<file path="src/rtl/apb_bridge_pkg.sv">
// Shared completion codes and FSM state type for the low-frequency APB master.
package apb_bridge_pkg;

  localparam logic [1:0] RESP_OKAY    = 2'd0;
  localparam logic [1:0] RESP_SLVERR  = 2'd1;
  localparam logic [1:0] RESP_TIMEOUT = 2'd2;

  typedef enum logic [1:0] {
    ST_IDLE   = 2'd0,
    ST_SETUP  = 2'd1,
    ST_ACCESS = 2'd2
  } apb_state_e;

endpackage

</file>
<file path="src/rtl/apb_toggle_sync.sv">
// Toggle-to-pulse synchroniser: SYNC_STAGES flops plus a history flop.
module apb_toggle_sync #(
  parameter int unsigned SYNC_STAGES = 2
) (
  input  logic clk_i,
  input  logic rst_i,
  input  logic tog_i,
  output logic pulse_o
);

  logic [SYNC_STAGES-1:0] sync_q;
  logic                   hist_q;

  always_ff @(posedge clk_i or posedge rst_i) begin
    if (rst_i) begin
      sync_q <= '0;
      hist_q <= 1'b0;
    end else begin
      sync_q <= {sync_q[SYNC_STAGES-2:0], tog_i};
      hist_q <= sync_q[SYNC_STAGES-1];
    end
  end

  assign pulse_o = sync_q[SYNC_STAGES-1] ^ hist_q;

endmodule

</file>
<file path="src/rtl/low_frequency_apb_master.sv">
// APB master driven by a toggle request from a slower source domain.
// Optional ACCESS timeout enabled by LOW_FREQUENCY_APB_MASTER_TIMEOUT_EN.
module low_frequency_apb_master
  import apb_bridge_pkg::*;
#(
  parameter int unsigned ADDR_WD        = 32,
  parameter int unsigned DATA_WD        = 32,
  parameter int unsigned STRB_WD        = DATA_WD / 8,
  parameter int unsigned PROT_WD        = 3,
  parameter int unsigned SYNC_STAGES    = 2,
  parameter int unsigned TIMEOUT_CYCLES = 256
) (
  input  logic               b_pclk,
  input  logic               b_prst,
  input  logic               a_apb_req,
  input  logic               write,
  input  logic [ADDR_WD-1:0] addr,
  input  logic [DATA_WD-1:0] wdata,
  input  logic [PROT_WD-1:0] prot,
  input  logic [STRB_WD-1:0] strb,
  output logic               b_psel,
  output logic               b_penable,
  output logic               b_pwrite,
  output logic [ADDR_WD-1:0] b_paddr,
  output logic [DATA_WD-1:0] b_pwdata,
  output logic [PROT_WD-1:0] b_pprot,
  output logic [STRB_WD-1:0] b_pstrb,
  input  logic [DATA_WD-1:0] b_prdata,
  input  logic               b_pready,
  input  logic               b_pslverr,
  output logic               b_ready_req,
  output logic [DATA_WD-1:0] rdata,
  output logic [1:0]         resp,
  output logic               b_req_ovf
);

  apb_state_e         state_q, state_d;
  logic               req_edge;
  logic               timeout;
  logic               done_ok;

  logic               pwrite_q;
  logic [ADDR_WD-1:0] paddr_q;
  logic [DATA_WD-1:0] pwdata_q;
  logic [PROT_WD-1:0] pprot_q;
  logic [STRB_WD-1:0] pstrb_q;
  logic               ack_q;
  logic [DATA_WD-1:0] rdata_q;
  logic [1:0]         resp_q;
  logic               ovf_q;

  apb_toggle_sync #(
    .SYNC_STAGES(SYNC_STAGES)
  ) u_req_sync (
    .clk_i  (b_pclk),
    .rst_i  (b_prst),
    .tog_i  (a_apb_req),
    .pulse_o(req_edge)
  );

  assign done_ok = (state_q == ST_ACCESS) && b_pready;

`ifdef LOW_FREQUENCY_APB_MASTER_TIMEOUT_EN
  localparam int unsigned CNT_WD = $clog2(TIMEOUT_CYCLES + 1);
  logic [CNT_WD-1:0] cnt_q;

  // cnt_q counts earlier stalled ACCESS cycles, so the limit fires on the last allowed one
  always_ff @(posedge b_pclk or posedge b_prst) begin
    if (b_prst) begin
      cnt_q <= '0;
    end else if (state_q != ST_ACCESS) begin
      cnt_q <= '0;
    end else if (!b_pready && (cnt_q != CNT_WD'(TIMEOUT_CYCLES))) begin
      cnt_q <= cnt_q + CNT_WD'(1);
    end
  end

  assign timeout = (state_q == ST_ACCESS) && !b_pready &&
                   (cnt_q >= CNT_WD'(TIMEOUT_CYCLES - 1));
`else
  logic unused_timeout;
  assign unused_timeout = ^{(TIMEOUT_CYCLES != 0), RESP_TIMEOUT};
  assign timeout        = 1'b0;
`endif

  always_ff @(posedge b_pclk or posedge b_prst) begin
    if (b_prst) begin
      state_q <= ST_IDLE;
    end else begin
      state_q <= state_d;
    end
  end

  always_comb begin
    state_d = state_q;
    unique case (state_q)
      ST_IDLE:   if (req_edge) state_d = ST_SETUP;
      ST_SETUP:  state_d = ST_ACCESS;
      ST_ACCESS: if (done_ok || timeout) state_d = ST_IDLE;
      default:   state_d = ST_IDLE;
    endcase
  end

  always_comb begin
    b_psel    = (state_q != ST_IDLE);
    b_penable = (state_q == ST_ACCESS);
  end

  always_ff @(posedge b_pclk or posedge b_prst) begin
    if (b_prst) begin
      pwrite_q <= 1'b0;
      paddr_q  <= '0;
      pwdata_q <= '0;
      pprot_q  <= '0;
      pstrb_q  <= '0;
      ack_q    <= 1'b0;
      rdata_q  <= '0;
      resp_q   <= RESP_OKAY;
      ovf_q    <= 1'b0;
    end else begin
      if ((state_q == ST_IDLE) && req_edge) begin
        pwrite_q <= write;
        paddr_q  <= addr;
        pwdata_q <= wdata;
        pprot_q  <= prot;
        pstrb_q  <= strb;
      end
      if ((state_q != ST_IDLE) && req_edge) begin
        ovf_q <= 1'b1;
      end
      if (done_ok) begin
        ack_q  <= ~ack_q;
        resp_q <= b_pslverr ? RESP_SLVERR : RESP_OKAY;
        if (!pwrite_q) rdata_q <= b_prdata;
      end else if (timeout) begin
`ifdef LOW_FREQUENCY_APB_MASTER_TIMEOUT_EN
        ack_q  <= ~ack_q;
        resp_q <= RESP_TIMEOUT;
        if (!pwrite_q) rdata_q <= '0;
`endif
      end
    end
  end

  assign b_pwrite    = pwrite_q;
  assign b_paddr     = paddr_q;
  assign b_pwdata    = pwdata_q;
  assign b_pprot     = pprot_q;
  assign b_pstrb     = pstrb_q;
  assign b_ready_req = ack_q;
  assign rdata       = rdata_q;
  assign resp        = resp_q;
  assign b_req_ovf   = ovf_q;

endmodule

</file>
<file path="config.mk">
export PLATFORM = sky130hd
export DESIGN_NAME = low_frequency_apb_master
export DESIGN_NICKNAME = d
export VERILOG_FILES = /design/src/rtl/apb_bridge_pkg.sv /design/src/rtl/apb_toggle_sync.sv /design/src/rtl/low_frequency_apb_master.sv
export SDC_FILE = /design/constraint.sdc
export NUM_CORES = 1
export LEC_CHECK = 0
export CORE_MARGIN = 8
export CORE_UTILIZATION = 37
export DETAILED_ROUTE_END_ITERATION = 12
export GPL_TIMING_DRIVEN = 0
export HOLD_SLACK_MARGIN = 0.15
export PLACE_DENSITY = 0.73
export SYNTH_ARGS = -nofsm -noshare
export SYNTH_HDL_FRONTEND = slang
export SYNTH_SLANG_ARGS = --single-unit
export TNS_END_PERCENT = 100
</file>
<file path="constraint.sdc">
create_clock -name b_pclk -period 4.05 [get_ports b_pclk]
set_input_delay 1.215 -clock b_pclk [delete_from_list [all_inputs] [get_ports b_pclk]]
set_output_delay 1.215 -clock b_pclk [all_outputs]
set_load 0.005 [all_outputs]
</file>
==> results.md, run 1 <==
* Root buffer cell: clkbuf_16
* Slew HR at 0.412
* DP HPWL at ~9.2 mm
* Post-Synthesis Cells at 243
* Row Count at 41
* Largest cells by area after synthesis: dfrtp_1 60%, mux2_4 32%, buf_12 3.4%
* Die height at roughly 130 µm
* Flop-to-flop setup slack at 2570 ps
* Setup crit end: b_penable
* Tcrit/Tclk final at 0.674
* Initial Utilization at 0.375
* Area grow syn2layout at 58.6%
* Unrepaired setup endpoints after global routing: false
* Post-Place Worst Slack at 1360 ps
* Number of remaining DRC errors at 0
* CTS Buf Count at 9
* Core area at between 10,000 and 15,000 µm²
* Largest area contributor in the netlist: dfrtp_1
* CP endpoint kind: output pin
* HP Class: reg -> reg
* WP data required at approximately 2800 ps
* Top cells by count, synth: 112 x dfrtp_1, 99 x mux2_4, 8 x buf_12
* Largest net degree at the start of global routing at 44
* Clock Skews at approximately 8 ps
* Synth Area in Adders at 0
* Crit path max-delay family: buffers and inverters
* Worst R2R Start: u_req_sync.hist_q$_DFF_PP0_
* Die Area at 16,600 µm²
* Clock Path Buffers at 2
* Worst EP arrival at 1510 ps
* Switching fraction of total power at 0.259
* TritonCTS clock tree: yes
* I/O pins at about 220
* WL/cell at 18.2 µm
* Worst r2r dst: b_pwdata[28]$_DFFE_PP0P_
* Sw Pwr at ~0.0015 W
* GRT Residual Overflow at 0
* Layout Cells excl Fill at between 600 and 700
* Outcome: finished clean
* Critical path class: reg -> out
* I/O Buffers at ~220
* Count leader, synth: dfrtp_1
* Final setup viols at 0
* Crit-path max FO at 5
* Nets at ~580
* Largest family of logic cells by synthesized area: multiplexers
* Mapped cell area at roughly 4700 µm²
* Seq pwr share at 0.356
* Cell Int Power at ~0.0042 W
* Clk sinks at between 100 and 150
* Cell Chain, Critical Path: nor2b_1 -> clkdlybuf4s50_1
* ANT nets after route at 0
* Fillers at between 1,000 and 1,500
* Final Cell Area at 7450 µm²
* Synth Register Bits at approximately 110
* Setup TNS at 0 ps
* Register area share after synthesis at 0.597
* CP Launch Point: state_q[1]$_DFFE_PP0P_
* Setup bufs post-CTS at 0
* Final slew viol count at 0
* Total GRT Usage at 0.144
* RePlAce Congestion at 0.704
* Synth async-reset ratio at 1.00
* Placed cell area at a little over 7000 µm²
* Worst-Margin Slew at 881 ps
* Synth Flop Type: dfrtp_1
* Reg2Reg Depth at 5
* Startpoint types: flip-flop
* Synth Area in Compound Gates at 0.00160
* 1st-iter DRT viols at 66
* Clock transition at the registers of the reported paths at 70 ps
* Ratio of cells with drive above 1 in the final layout at 0.285
* Post-synthesis mux area share at 0.333
* Final worst setup slack at approximately 1300 ps
* Via Count at between 2,000 and 3,000
* Stages on worst setup path at 2
* VDD IR max at approximately 0.35 mV
* Cts repair resizes at 0
* Vias in the first global route at between 3,000 and 4,000
* Cells after DPL at 634
* Average size of a mapped cell at ~19 µm²
* Final WL at about 12 mm
* DIE WIDTH at between 100 and 150 µm
* Max-capacitance violation count at 0
* Initial antenna violation count at 0
* Final hold vios at 0
* Buffers and inverters on the worst path at 1
* Peak per-stage delay on the critical path at between 500 and 600 ps
* Yosys warns at 0
* First-pass GRT wire length at 18.4 mm
* Pwr Density at 756 nW/µm²
* H-tree depth at 3
* Post-CTS Hold Buffers at 0
* Share of Yosys cell area claimed by the top area cell type at 0.597
* Clock power frac at 0.169
* Crit path max-delay cell type: clkdlybuf4s50_1
* P_leak at between 3 and 4 nW
* Max Fclk at 0.366 GHz
* EDFF count, synth at 0
* Xor and xnor area share after synthesis at 0.00373
* Synth cell types at 18
* Post-Synth Simple-Gate Area at 0.0165
* Skew-Pair Late Insertion Delay at 340 ps
* Via density at ~4.4
* Pre-Repair DR Iteration Count at 3
* Tmin final at 2730 ps
* Power Total at roughly 0.0056 W
* Ant diodes at 0
* Synthesized Nets at about 350
* Logic pwr share at 0.475
area by class of cell:
class	instances	area, µm²	area share
sequential	112	2800	0.376
tap	172	215	0.0289
timing repair buffer	219	2210	0.297
inverter	3	15.0	0.00202
clock buffer	11	243	0.0326
multi-input combinational	116	1670	0.224
buffer	12	213	0.0285
clock inverter	5	80.1	0.0107
per-stage QoR:
| step | hold slack [ps] | util |
|---|---|---|
| 2_1_floorplan | 331 | - |
| 3_3_place_gp | 333 | 0.566 |
| 3_5_place_dp | 339 | 0.569 |
| 4_1_cts | 356 | 0.595 |
| 5_1_grt | 369 | 0.595 |
| 6_report | 353 | 0.595 |
cell families after synthesis:
group / count (synthesis)
AOI/OAI and AO/OA: 1
and+or+nand+nor: 6
buffers and inverters: 15
other: 1
muxes: 106
xor gates and xnor gates: 2
DFF: 112
how the worst min path moves through the flow:
stage / from / endpoint / depth (start not counted)
5_1_grt: u_req_sync.sync_q[0]$_DFF_PP0_ / u_req_sync.sync_q[1]$_DFF_PP0_ / 0
2_1_floorplan: u_req_sync.sync_q[0]$_DFF_PP0_ / u_req_sync.sync_q[1]$_DFF_PP0_ / 0
3_3_place_gp: u_req_sync.sync_q[0]$_DFF_PP0_ / u_req_sync.sync_q[1]$_DFF_PP0_ / 0
4_1_cts: u_req_sync.sync_q[0]$_DFF_PP0_ / u_req_sync.sync_q[1]$_DFF_PP0_ / 0
6_report: u_req_sync.sync_q[0]$_DFF_PP0_ / u_req_sync.sync_q[1]$_DFF_PP0_ / 0
3_5_place_dp: u_req_sync.sync_q[0]$_DFF_PP0_ / u_req_sync.sync_q[1]$_DFF_PP0_ / 0
routing by layer:
layer | wire length, µm | GRT usage
met5 | 0 | 0
met4 | 217 | 0.0587
met2 | 5860 | 0.235
met3 | 1090 | 0.0600
met1 | 4680 | 0.165
flip-flops by register name, indices dropped and copies added (netlist names):
name and count:
b_pprot 3, state_q 2, u_req_sync.sync_q 2, b_pwdata 32, rdata 32, b_paddr 32, b_pstrb 4, resp 1
b_req_ovf 1, b_ready_req 1, u_req_sync.hist_q 1, b_pwrite 1
cells in the final DEF, fill, tap and decap left out, types with 2 or more instances in the layout:
cell / instances
clkdlybuf4s50_1: 217
dfrtp_1: 112
mux2_4: 99
buf_12: 10
clkbuf_16: 9
buf_8: 3
clkinvlp_4: 3
mux2_2: 3
mux2_1: 3
xnor2_1: 2
inv_1: 2
bufinv_16: 2
power by group through the flow:
stage               Combinational, W  Sequential [W]  Clock [W]
floorplan                    0.00123         0.00203          0
global placement             0.00268         0.00199          0
detailed placement           0.00272         0.00202          0
CTS                          0.00273         0.00201   0.000984
global route                 0.00284         0.00207    0.00102
finish                       0.00268         0.00201   0.000949
worst reg2reg max path: cells and delay by family (launching register included):
family | cells | cell delay [ps]
muxes | 1 | 310
xor gates and xnor gates | 1 | 190
DFF | 1 | 380
and+or+nand+nor | 1 | 160
buffers and inverters | 2 | 330
No activity file was read; power rests on OpenSTA's default activity.
==> run 2, diff against run 1 <==
CORE_UTILIZATION = 41   (was 37)
PLACE_DENSITY = 0.77   (was 0.73)
clock period = 2.78 ns   (was 4.05 ns; I/O delays follow)
==> run 2 against run 1 <==
Against the previous run:
- critical path depth is the same
- count of clock-buffer cells in the layout grew 3
- register-to-register slack lost 1300 ps
- setup slack lost 890 ps
- non-clock buffer count grew 1
- sequential cell count is the same
- critical path type unchanged
- die area shrank 8.6%
- clock power grew 31%
- sequential power grew 45%
==> results.md, run 2 (synthesis gave the netlist of run 1 again) <==
* Outcome: finished clean (unchanged)
* I/O Buffers at 217 (unchanged)
* CP Launch Point: state_q[1]$_DFFE_PP0P_ (unchanged)
* Worst r2r dst: b_pwdata[30]$_DFFE_PP0P_ (was b_pwdata[28]$_DFFE_PP0P_)
* CTS Buf Count at 9 (unchanged)
* Clock Path Buffers at 2 (unchanged)
* Crit path max-delay family: buffers and inverters (unchanged)
* Tcrit/Tclk final at 0.844
* Most common cell after layout, fill and taps aside: clkdlybuf4s50_1 (unchanged)
* Cell Chain, Critical Path: nor2b_1 -> clkdlybuf4s50_1 (unchanged)
* Vias in the first global route at 3,332 (was 3,288)
* Tmin final at ~2300 ps
* Crit path max-delay cell type: clkdlybuf4s50_1 (unchanged)
* Root buffer cell: clkbuf_16 (unchanged)
* DIE WIDTH at 123 µm (was 129 µm)
* Initial antenna violation count at 0 (unchanged)
* WP data required at 1950 ps (was 2830 ps)
* Ratio of cells with drive above 1 in the final layout at 0.284 (was 0.285)
* H-tree depth at 3 (unchanged)
* Layer with the highest usage: met2 (unchanged)
* Pre-Repair DR Iteration Count at 4 (was 3)
* Post-CTS Hold Buffers at 0 (unchanged)
* RePlAce Congestion at 0.695 (was 0.704)
* Skew-Pair Late Insertion Delay at 340 ps (about the same)
* Total GRT Usage at 0.156 (was 0.144)
* Fin util at 0.654 (was 0.595)
* VDD IR max at 0.632 mV (was 0.354 mV)
* Via density at 4.58 (was 4.36)
* Met1 Resource Use GR at 0.189 (was 0.165)
* HP Class: reg -> reg (unchanged)
* Setup bufs post-CTS at 0 (unchanged)
* Fillers at 839 (was 1,032)
* Nets at 583 (was 582)
* Routing usage on met3 at 0.0607 (was 0.0600)
* Clk sinks at 112 (unchanged)
* Startpoint types: flip-flop (unchanged)
* Cts repair resizes at 0 (unchanged)
* ANT nets after route at 0 (unchanged)
* Buffers and inverters on the worst path at 1 (unchanged)
* Final slew viol count at 0 (unchanged)
* Area grow syn2layout at 57.5% (was 58.6%)
* Reg2Reg Depth at 5 (unchanged)
* Ant diodes at 0 (unchanged)
* Worst R2R Start: u_req_sync.hist_q$_DFF_PP0_ (unchanged)
* Max Fclk at between 0.4 and 0.5 GHz
* Largest net degree at the start of global routing at 42 (was 44)
* Worst EP arrival at 1510 ps (about the same)
* Clock Skews at 4.47 ps (was 8.06 ps)
* Final hold vios at 0 (unchanged)
* Die Area at 15,100 µm² (was 16,600 µm²)
* 1st-iter DRT viols at 96 (was 66)
* Row Count at 39 (was 41)
* I/O pins at 219 (unchanged)
* Number of remaining DRC errors at 0 (unchanged)
* Slew HR at 0.655 (was 0.412)
* Unrepaired setup endpoints after global routing: false (unchanged)
* Final setup viols at 0 (unchanged)
* Stages on worst setup path at 2 (unchanged)
* Worst-Margin Slew at 517 ps (was 881 ps)
* GRT Residual Overflow at 0 (unchanged)
* P_leak at 3.36 nW (about the same)
* Power Total at 0.00803 W (was 0.00563 W)
* Hold path start: u_req_sync.sync_q[0]$_DFF_PP0_ (unchanged)
* Max-capacitance violation count at 0 (unchanged)
* Initial Utilization at 0.415 (was 0.375)
* Die height at 123 µm (was 129 µm)
* Flop-to-flop setup slack at 1290 ps (was 2570 ps)
* Via Count at 2,850 (was 2,833)
* Clock transition at the registers of the reported paths at 70 ps (about the same)
* Core area at 11,300 µm² (was 12,500 µm²)
* Peak per-stage delay on the critical path at 530 ps (about the same)
* Setup crit end: b_penable (unchanged)
* Final WL at 11.7 mm (was 11.8 mm)
* Pwr Density at 1090 nW/µm² (was 756 nW/µm²)
* First-pass GRT wire length at 18.2 mm (was 18.4 mm)
* Most frequent cells in the layout: 217 x clkdlybuf4s50_1, 112 x dfrtp_1, 99 x mux2_4 (unchanged)
* DP HPWL at 9.09 mm (was 9.25 mm)
* TritonCTS clock tree: yes (unchanged)
* Crit-path max FO at 5 (unchanged)
* Met2 global-route usage at 0.246 (was 0.235)
* WL/cell at 18.7 µm (was 18.2 µm)
* Critical path class: reg -> out (unchanged)
* CP endpoint kind: output pin (unchanged)
-- run 2: cell types whose count changed in the layout (fill, tap and decap cells not counted), sizes merged --
cell,delta
buf,+1
clkbuf,+3
clkinvlp,-1
bufinv,-2
-- run 2: power by group --
| part | switching (W) | internal, W | total (W) |
|---|---|---|---|
| Sequential | 0.000477 | 0.00244 | 0.00291 |
| Combinational | 0.00105 | 0.00283 | 0.00388 |
| Clock | 0.000555 | 0.000681 | 0.00124 |
| Total | 0.00209 | 0.00595 | 0.00803 |
-- run 2: routing by layer --
metal  vias to the layer above  share of wire
met5                         -              0
met4                         0          0.017
met3                        13           0.11
met2                       129           0.47
met1                      1411           0.41
li1                       1297              -
-- run 2: cell type report --
cell class,count,area [µm²],area share
inverters,3,15.0,0.00203
multi-input cells,116,1670,0.226
flip-flops and latches,112,2800,0.379
clock inverters,2,12.5,0.00169
plain buffers,12,213,0.0288
repair buffers,220,2230,0.302
well taps,143,179,0.0242
clock buffers,14,274,0.0370
-- run 2: how the worst min path moves through the flow --
| stage | endpoint | slack [ps] | depth (start not counted) |
|---|---|---|---|
| 6_report | u_req_sync.sync_q[1]$_DFF_PP0_ | 370 | 0 |
| 5_1_grt | u_req_sync.sync_q[1]$_DFF_PP0_ | 390 | 0 |
| 4_1_cts | u_req_sync.sync_q[1]$_DFF_PP0_ | 370 | 0 |
| 3_5_place_dp | u_req_sync.sync_q[1]$_DFF_PP0_ | 350 | 0 |
| 3_3_place_gp | u_req_sync.sync_q[1]$_DFF_PP0_ | 330 | 0 |
| 2_1_floorplan | u_req_sync.sync_q[1]$_DFF_PP0_ | 330 | 0 |
-- run 2: stage by stage --
step	TNS (ps)	area (µm²)	hold WS [ps]	worst slack [ps]	std cells
2_1_floorplan	0	4700	331	589	243
3_3_place_gp	-52830	7050	333	-477	603
3_5_place_dp	0	7110	354	481	606
4_1_cts	0	7400	370	387	622
5_1_grt	0	7400	387	359	622
6_report	0	7400	366	435	622
==> run 3, diff against run 2 <==
CORE_UTILIZATION = 37   (was 41)
PLACE_DENSITY = 0.73   (was 0.77)
clock period = 2.11 ns   (was 2.78 ns; I/O delays follow)
==> run 3 against run 2 <==
Against the previous run:
- sequential cell count is the same
- critical path depth is the same
- sequential power grew 32%
- utilization is 5.6 points lower
- sequential share of layout area decreased by 0.40 points
- clock skew up 3.2 ps
- critical path type unchanged
- largest power group unchanged
==> results.md, run 3 (synthesis gave the netlist of run 1 again) <==
* Core area at 12,500 µm² (was 11,300 µm²)
* P_leak at 3.38 nW (was 3.36 nW)
* CTS Buf Count at 9 (unchanged)
* Routing usage on met3 at 0.0604 (was 0.0607)
* Tmin final at 2040 ps
* VDD IR max at 0.680 mV (was 0.632 mV)
* Max Fclk at ~0.49 GHz
* Number of remaining DRC errors at 0 (unchanged)
* Clk sinks at 112 (unchanged)
* Worst EP arrival at 1410 ps (was 1510 ps)
* Clock transition at the registers of the reported paths at 70 ps (about the same)
* Skew-Pair Late Insertion Delay at 350 ps (was 340 ps)
* Most common cell after layout, fill and taps aside: clkdlybuf4s50_1 (unchanged)
* Clock Path Buffers at 2 (unchanged)
* Clock Skews at 7.62 ps (was 4.47 ps)
* Initial Utilization at 0.375 (was 0.415)
* Met1 Resource Use GR at 0.165 (was 0.189)
* Row Count at 41 (was 39)
* Unrepaired setup endpoints after global routing: false (unchanged)
* Critical path class: reg -> out (unchanged)
* Vias in the first global route at 3,303 (was 3,332)
* Cell Chain, Critical Path: nor2b_1 -> clkdlybuf4s50_1 (unchanged)
* Cell Int Power at 0.00805 W (was 0.00595 W)
* WP data required at 1480 ps (was 1950 ps)
* CP endpoint kind: output pin (unchanged)
* I/O pins at 219 (unchanged)
* Total GRT Usage at 0.145 (was 0.156)
* 1st-iter DRT viols at 62 (was 96)
* Power Total at 0.0109 W (was 0.00803 W)
* Layout Cells excl Fill at 654 (was 622)
* Worst-Margin Slew at 883 ps (was 517 ps)
* Outcome: finished clean (unchanged)
* Via density at 4.35 (was 4.58)
* Ant diodes at 0 (unchanged)
* Setup TNS at 0 ps (unchanged)
* Die Area at 16,600 µm² (was 15,100 µm²)
* RePlAce Congestion at 0.704 (was 0.695)
* Final slew viol count at 0 (unchanged)
* I/O Buffers at 217 (unchanged)
* Largest net degree at the start of global routing at 44 (was 42)
* GRT Residual Overflow at 0 (unchanged)
* First-pass GRT wire length at 18.5 mm (was 18.2 mm)
* Pre-Repair DR Iteration Count at 4 (unchanged)
* Pwr Density at 1450 nW/µm² (was 1090 nW/µm²)
* Die height at 129 µm (was 123 µm)
* Peak per-stage delay on the critical path at 530 ps (about the same)
* Layer with the highest usage: met2 (unchanged)
* Final hold vios at 0 (unchanged)
* HP Class: reg -> reg (unchanged)
* Initial antenna violation count at 0 (unchanged)
* Logic pwr share at 0.478 (was 0.483)
* Final setup viols at 0 (unchanged)
* Nets at 586 (was 583)
* Startpoint types: flip-flop (unchanged)
* Tcrit/Tclk final at 0.966
* Via Count at 2,842 (was 2,850)
* Crit path max-delay family: buffers and inverters (unchanged)
* Seq pwr share at 0.354 (was 0.363)
* Root buffer cell: clkbuf_16 (unchanged)
* Sw Pwr at 0.00282 W (was 0.00209 W)
* ANT nets after route at 0 (unchanged)
* Clock power frac at 0.168 (was 0.154)
* H-tree depth at 3 (unchanged)
* Met2 global-route usage at 0.236 (was 0.246)
* Crit-path max FO at 3 (was 5)
* DIE WIDTH at 129 µm (was 123 µm)
* WL/cell at 18.2 µm (was 18.7 µm)
* Switching fraction of total power at 0.259 (was 0.260)
* Fin util at 0.598 (was 0.654)
* Most frequent cells in the layout: 217 x clkdlybuf4s50_1, 110 x dfrtp_1, 99 x mux2_4 (was 217 x clkdlybuf4s50_1, 112 x dfrtp_1, 99 x mux2_4)
* Final WL at 11.9 mm (was 11.7 mm)
* Slew HR at 0.410 (was 0.655)
* DP HPWL at 9.25 mm (was 9.09 mm)
* Hold slack at 353 ps (was 366 ps)
* Ratio of cells with drive above 1 in the final layout at 0.295 (was 0.284)
* Cells after DPL at 634 (was 606)
* Max-capacitance violation count at 0 (unchanged)
* Area grow syn2layout at 59.3% (was 57.5%)
* Buffers and inverters on the worst path at 1 (unchanged)
* Crit path max-delay cell type: clkdlybuf4s50_1 (unchanged)
* TritonCTS clock tree: yes (unchanged)
-- run 3: changes by cell type in the layout (fill, tap and decap cells not counted), moves of 2 or more --
cell and change:
dfrtp_2 +2, bufinv_16 +2, dfrtp_1 -2, clkbuf_8 -2, buf_4 +4
-- run 3: final timing paths --
kind,cells past startpoint,slack [ps],start,end
setup / recovery,2,70,state_q[0]$_DFFE_PP0P_,b_penable
max in group asynchronous,3,620,b_prst,b_pwdata[6]$_DFFE_PP0P_
hold / removal,0,350,u_req_sync.sync_q[0]$_DFF_PP0_,u_req_sync.sync_q[1]$_DFF_PP0_
hold reg to reg,0,350,u_req_sync.sync_q[0]$_DFF_PP0_,u_req_sync.sync_q[1]$_DFF_PP0_
min in group asynchronous,2,810,b_prst,b_pwdata[2]$_DFFE_PP0P_
setup reg to reg,5,560,state_q[0]$_DFFE_PP0P_,rdata[18]$_DFFE_PP0P_
-- run 3: metal layers --
layer  up-vias  part of all wire
li1       1303                 -
met1      1410              0.39
met2       114              0.50
met3        15             0.092
met4         0             0.018
met5         -                 0
-- run 3: cell type report --
| type | count | area (µm²) |
|---|---|---|
| plain buffers | 12 | 213 |
| inverters | 3 | 15.0 |
| clock inverters | 5 | 80.1 |
| fillers | 1032 | 5030 |
| flip-flops and latches | 112 | 2810 |
| repair buffers | 223 | 2240 |
| multi-input cells | 116 | 1670 |
| well taps | 172 | 215 |
| clock buffers | 11 | 243 |
-- run 3: power groups by stage --
| stage | sequential, W | clock, W | combinational (W) |
|---|---|---|---|
| global route | 0.00397 | 0.00197 | 0.00551 |
| finish | 0.00385 | 0.00183 | 0.00520 |
| CTS | 0.00385 | 0.00189 | 0.00527 |
| detailed placement | 0.00387 | 0 | 0.00522 |
| global placement | 0.00383 | 0 | 0.00514 |
| floorplan | 0.00390 | 0 | 0.00235 |
-- run 3: metrics by stage --
step	area [µm²]	setup slack, ps
after floorplan	4700	120
after global placement	7090	-968
after detailed placement	7130	-1.42
after CTS	7470	7.70
after global routing	7480	1.74
final	7480	71.3
-- run 3: what timing repair did --
item	in CTS	in global routing
endpoints found under the setup margin	2	2
resized for setup	2	0
hold buffers	0	0
pin swaps	0	1
buffers inserted	2	2
